**src/rtl/aes_input_packer.sv**
```systemverilog
// Byte-stream front end for an AES-128 core. MSB-first plaintext and key bytes are packed
// into 128-bit words, and a plaintext/key pair is presented with a valid/ready handshake.
module aes_input_packer #(
    parameter int N = 128
) (
    input  logic         clk,
    input  logic         rst_n,
    input  logic         in_valid,
    output logic         in_ready,
    input  logic [7:0]   in_data,
    input  logic         in_is_key,
    output logic         out_valid,
    input  logic         out_ready,
    output logic [N-1:0] plain_text,
    output logic [N-1:0] key,
    output logic         err
);
    localparam logic [3:0] LAST_BYTE = 4'd15;

    logic [N-1:0] key_shadow;
    logic [3:0]   kcnt;
    logic [3:0]   pcnt;
    logic         pt_full;
    logic         key_valid;

    logic         in_fire;
    logic         key_fire;
    logic         pt_fire;
    logic         key_done;
    logic         pt_store;
    logic         pt_done;
    logic         pt_overrun;
    logic         handshake;
    logic         pt_full_next;
    logic         key_valid_next;
    logic [N-1:0] shadow_next;

    // Byte slot 0 lands in the top byte, slot 15 in bits [7:0].
    function automatic logic [N-1:0] put_byte(input logic [N-1:0] word,
                                              input logic [3:0]   slot,
                                              input logic [7:0]   data);
        logic [N-1:0] result;
        result = word;
        result[{~slot, 3'b000} +: 8] = data;
        return result;
    endfunction

    // A pending pair stalls both byte types, so nothing can disturb the held outputs.
    assign in_ready  = !out_valid;
    assign in_fire   = in_valid && in_ready;
    assign key_fire  = in_fire && in_is_key;
    assign pt_fire   = in_fire && !in_is_key;
    assign handshake = out_valid && out_ready;

    assign key_done   = key_fire && (kcnt == LAST_BYTE);
    assign pt_store   = pt_fire && !pt_full;
    assign pt_done    = pt_store && (pcnt == LAST_BYTE);
    assign pt_overrun = pt_fire && pt_full;

    assign shadow_next    = put_byte(key_shadow, kcnt, in_data);
    assign pt_full_next   = pt_full || pt_done;
    assign key_valid_next = key_valid || key_done;

    always_ff @(posedge clk or negedge rst_n) begin
        if (!rst_n) begin
            // NOTE: the shadow is a plain register, so it is cleared with everything else;
            // partial key bytes must never survive a reset.
            key_shadow <= '0;
            key        <= '0;
            plain_text <= '0;
            kcnt       <= '0;
            pcnt       <= '0;
            pt_full    <= 1'b0;
            key_valid  <= 1'b0;
            out_valid  <= 1'b0;
            err        <= 1'b0;
        end else if (handshake) begin
            // NOTE: non-blocking assignments keep every register reading pre-edge values.
            out_valid <= 1'b0;
            pt_full   <= 1'b0;
            pcnt      <= '0;
        end else begin
            if (key_fire) begin
                key_shadow <= shadow_next;
                kcnt       <= kcnt + 4'd1;
                if (key_done) begin
                    key       <= shadow_next;
                    key_valid <= 1'b1;
                end
            end

            if (pt_store) begin
                plain_text <= put_byte(plain_text, pcnt, in_data);
                pcnt       <= pcnt + 4'd1;
                if (pt_done) begin
                    pt_full <= 1'b1;
                end
            end

            // A full block with no key yet cannot take more plaintext: drop it and flag.
            if (pt_overrun) begin
                err <= 1'b1;
            end

            if (!out_valid && pt_full_next && key_valid_next) begin
                out_valid <= 1'b1;
            end
        end
    end

endmodule

```
**config.mk**
```make
export PLATFORM = sky130hd
export DESIGN_NAME = aes_input_packer
export DESIGN_NICKNAME = d
export VERILOG_FILES = /design/src/rtl/aes_input_packer.sv
export SDC_FILE = /design/constraint.sdc
export NUM_CORES = 1
export LEC_CHECK = 0
export CORE_MARGIN = 3
export CORE_UTILIZATION = 57
export CTS_CLUSTER_DIAMETER = 50
export CTS_CLUSTER_SIZE = 16
export DETAILED_ROUTE_END_ITERATION = 12
export PLACE_DENSITY_LB_ADDON = 0.3
export SYNTH_ARGS = -nofsm -noshare
export SYNTH_HDL_FRONTEND = slang
export SYNTH_SLANG_ARGS = --single-unit
```
**constraint.sdc**
```tcl
create_clock -name clk -period 4.2 [get_ports clk]
set_clock_uncertainty 0.1 [all_clocks]
set_input_delay 0.84 -clock clk [delete_from_list [all_inputs] [get_ports clk]]
set_output_delay 0.84 -clock clk [all_outputs]
set_load 0.01 [all_outputs]
```
# Yosys cells after proc, flatten, opt, wreduce, memory -nomap -nowiden

Cells that the tools add are included.
W data, S select, Z words.

Add/subtract/negate cells: 4
Equality and inequality tests: 2
Shifts and indexed selects: 4
Mux-type cells: 9
Bitwise logic cells: 3
Reduce and logical (&&, ||, !) cells: 23

Operators with widths:

| cell                      | number |
|---|---|
| $bwmux W128               | 2 |
| $shift A8 B9 Y128 const A | 2 |
| $shiftx A8 B9 Y128        | 2 |
| $neg A7 Y9                | 2 |
| $logic_and A1 B1 Y1       | 10 |
| $add A4 B1 Y4 const B     | 2 |
| $eq A4 B4 Y1 const B      | 2 |
| $mux W4                   | 2 |
| $not A4 Y4                | 2 |
| $reduce_and A2 Y1         | 4 |
| $reduce_bool A2 Y1        | 3 |
| $mux W1                   | 5 |
| $logic_not A1 Y1          | 3 |
| $reduce_and A3 Y1         | 1 |
| $logic_or A1 B1 Y1        | 2 |
| $not A1 Y1                | 1 |

Register bits: 396
Input port bits: 13

# Logic depth before layout (Yosys ltp)

Depth after elaboration: 10
Mapped depth: 9
Depth with buffers taken out: 7

# Worst setup path before layout

Ideal clock, no wire load.

Kind: input port to flip-flop
From: input in_is_key
To: register plain_text[64]
Setup time: 0.125 ns
Arrival time: 2.354 ns
Data required time: 3.975 ns
Slack: 1.621 ns
Stages: 5
Cell sequence: or4b_1 > buf_2 > a21oi_4 > nor3b_4 > mux2_2

Longest elaborated chain between the ends: 4

Ends and longest elaborated chain:

| element                            | RTL line | source |
|---|---|---|
| start: declaration                 | 11       | `input logic in_is_key,` |
| $logic_not A1 Y1                   | 52       | `assign pt_fire = in_fire && !in_is_key;` |
| $logic_and A1 B1 Y1                | 52       |  |
| $logic_and A1 B1 Y1                | 56       | `assign pt_store = pt_fire && !pt_full;` |
| $reduce_and A2 Y1 (no source line) | -        |  |
| end signal: assignment             | 93       | `plain_text <= put_byte(plain_text, pcnt, in_data);` |
| end: declaration                   | 14       | `output logic [N-1:0] plain_text,` |

Every way passes these cells.
A chain may end at the register's enable or synchronous reset.

# Worst setup path after layout

From: input in_valid
To: register plain_text[94]

Longest elaborated chain between the ends: 4

Ends and longest elaborated chain:

| element                            | RTL line | source |
|---|---|---|
| start: declaration                 | 8        | `input logic in_valid,` |
| $logic_and A1 B1 Y1                | 50       | `assign in_fire = in_valid && in_ready;` |
| $logic_and A1 B1 Y1                | 52       |  |
| $logic_and A1 B1 Y1                | 56       |  |
| $reduce_and A2 Y1 (no source line) | -        |  |

Every way passes these cells.

==> flow_summary.json <==
{
  "fin_util_pct": 74.92,
  "cts_hold_buf": 0,
  "tightestPinTransition_ns": 1.101,
  "setup_viol": 0,
  "cts-root-buf": "clkbuf_16",
  "die_h_um": 171.3,
  "cts_tree": "built",
  "wirelength_mm": 36.42,
  "synth_area_mm2": 0.01558,
  "wire_per_inst_um": 21.68,
  "min_path_type": "input pin to asynchronous set/reset pin",
  "synth_cell_types": 43,
  "grt_pass1_wl_mm": 57.23,
  "fin_ws_ns": 1.314,
  "preCtsSetupSlack_ns": 0.8339,
  "r2r_cells": 7,
  "gp_congestion": 0.8872,
  "holdWs_ns": 0.2653,
  "slowest_delay_ns": 0.61,
  "viasPerCell": 5.592,
  "worstPathCellList": "clkdlybuf4s50_1 > or4b_1 > nor2_2 > nand2_1 > nor2_2 > mux2_2",
  "cap_violations": 0,
  "crit_type": "input pin to flop",
  "power.static_leakage_nw": 9.335,
  "synth-seq-cells": 396,
  "crit_top_cell": "nor2_2",
  "cts.sinks": 396,
  "pin_count": 272,
  "cts.clk_slew.worst_paths_ns": 0.07,
  "slew_headroom_pct": 26.37,
  "status": "finished, final reports clean",
  "cts_resized": 0,
  "syn2layout_area_growth_pct": 27.08,
  "fillers": 1702,
  "start_util_pct": 58.96,
  "worstPathRequired_ns": 4.49,
  "grt_antenna_before_repair": 1,
  "dr.pass1.iters": 5,
  "portBuffers": 271,
  "hold_violations": 0,
  "crit_arrival_ns": 3.18,
  "tns_ns": 0,
  "cts.htree.levels": 2,
  "cp-end-kind": "flop",
  "final_nets": 1344,
  "worst-path-max-fanout": 8,
  "grt_setup_unrepaired": "false",
  "grt_max_degree": 111,
  "die-area_mm2": 0.02936,
  "peakVddDrop_uv": 449.9,
  "drive_gt1_share_pct": 32.86,
  "max_freq_ghz": 0.3465,
  "cts_setup_buffers": 0,
  "cp-start-kind": "input pin",
  "power_density_mw_per_mm2": 634.9,
  "r2r-end": "key[4]",
  "drt_iter0_drc": 626,
  "n_antenna_cell": 0,
  "cts_buffer_depth": 3,
  "core_mm2": 0.02643,
  "drtAntennaViolNets": 0,
  "grt_remaining_overflow": 0,
  "timing.rr.start": "kcnt[0]",
  "crit_path_top_delay_cell": "or4b_1",
  "drc": 0,
  "avgSynthCellArea_um2": 14.80,
  "maxSlewViolCount": 0,
  "clkLatencyLatePin_ns": 0.51,
  "vias": 9395,
  "first_global_vias": 9962,
  "fin_crit_sh_pct": 68.70,
  "yosysWarnings": 0,
  "track_usage_pct": 25.25,
  "fp.dieW_um": 171.3,
  "ys_seq_area_share_pct": 63.60,
  "min_period_ns": 2.886,
  "syn-num-nets": 1072,
  "cts_buffers": 35,
  "syn_inst": 1053,
  "dp_hpwl_mm": 24.73,
  "rows": 59,
  "rrSetupSlack_ns": 1.40
}
## cell usage after synthesis, drive strengths merged
library cell,count,share of area (%)
dfrtp,396,64
mux2,350,25
nand2,61,1.5
o21ai,34,1.1
and2,32,1.3
clkbuf,32,0.77
buf,23,0.73
nor2,23,0.73
nand3,16,0.51
a21oi,13,0.49
mux2i,8,0.51
nor3,7,0.36
ha,6,0.48
inv,6,0.14
nor2b,6,0.24
and3,5,0.20
xnor2,5,0.40
nand3b,4,0.19
nor3b,4,0.33
or2,4,0.16
xor2,3,0.22
a21o,2,0.096
and4,2,0.11
or4b,2,0.13
a22o,1,0.056
and2b,1,0.048
and3b,1,0.056
nand4,1,0.040
nor4b,1,0.056
o21bai,1,0.048
o22ai,1,0.040
o31ai,1,0.048
or4,1,0.048
## sequential cells by signal (all words and copies together) (netlist names)
name / cells
plain_text: 128
out_valid: 1
pt_full: 1
key_valid: 1
key: 128
err: 1
key_shadow: 128
pcnt: 4
kcnt: 4
## logic make-up (layout without fill, tap and decap cells)
family | after synthesis | after routing | share of synthesized area, %
AND/OR/NAND/NOR | 171 | 171 | 5.975
AO/OA/AOI/OAI | 53 | 53 | 1.871
buffers and inverters | 61 | 353 | 1.646
XOR/XNOR | 8 | 8 | 0.6184
adder cells (fa/ha/maj) | 6 | 6 | 0.4818
multiplexers | 358 | 358 | 25.81
flip-flops | 396 | 396 | 63.60
## stage by stage
| stage | total power (W) | std cells | instance area [um^2] |
|---|---|---|---|
| 3_5_place_dp | 0.009469 | 1623 | 18680 |
| 6_report | 0.01257 | 1680 | 19800 |
| 4_1_cts | 0.01267 | 1680 | 19800 |
| 5_1_grt | 0.01322 | 1680 | 19800 |
| 3_3_place_gp | 0.009295 | 1623 | 18680 |
| 2_1_floorplan | 0.007477 | 1053 | 15580 |
## placed cells by master, fill, tap and decap left out, types with 5 or more instances in the layout
| cell | instances |
|---|---|
| a21oi_1 | 12 |
| and2_1 | 32 |
| and3_1 | 5 |
| buf_4 | 15 |
| clkbuf_16 | 37 |
| clkdlybuf4s50_1 | 270 |
| clkinv_2 | 5 |
| dfrtp_1 | 396 |
| ha_1 | 6 |
| inv_1 | 6 |
| mux2_2 | 350 |
| mux2i_1 | 8 |
| nand2_1 | 61 |
| nand3_1 | 16 |
| nor2_1 | 17 |
| nor2b_1 | 6 |
| o21ai_0 | 34 |
## cell type report
type | count | area, um^2 | share of cell area (%)
Tap cell | 335 | 419.2 | 2.117
Inverter | 6 | 22.52 | 0.1137
Clock inverter | 14 | 147.6 | 0.7457
Clock buffer | 43 | 968.4 | 4.891
Timing Repair Buffer | 290 | 2910 | 14.70
Multi-Input combinational cell | 596 | 5423 | 27.39
Sequential cell | 396 | 9910 | 50.05
## layer usage
metal | up-vias | track usage [%] | share of wire, %
met5 | - | 0 | 0
met3 | 58 | 7.975 | 8.4
li1 | 4211 | - | -
met2 | 299 | 40.65 | 48
met4 | 0 | 6.578 | 2.2
met1 | 4827 | 33.86 | 41
## worst max-delay path, delay by kind of cell
kind                   cells  cell delay [ns]
buffers and inverters      1             0.52
muxes                      1             0.39
and+or+nand+nor            4             1.43
## worst max path at each step
stage          startpoint        endpoint  slack, ns  depth (start not counted)
3_3_place_gp     in_valid  plain_text[95]       0.92                          6
4_1_cts          in_valid  plain_text[94]       1.34                          6
6_report         in_valid  plain_text[94]       1.31                          6
5_1_grt           kcnt[0]          key[6]       1.19                          7
3_5_place_dp     in_valid  plain_text[92]       0.83                          6
2_1_floorplan   in_is_key  plain_text[64]       1.62                          5
## power by group
group          switching [W]  internal (W)  total, W  leakage, nW
Sequential          0.000711       0.00492   0.00563         5.38
Combinational        0.00167       0.00211   0.00378         3.40
Clock                0.00138       0.00177   0.00316        0.550
Note: power is estimated with default switching activity, not from simulation.
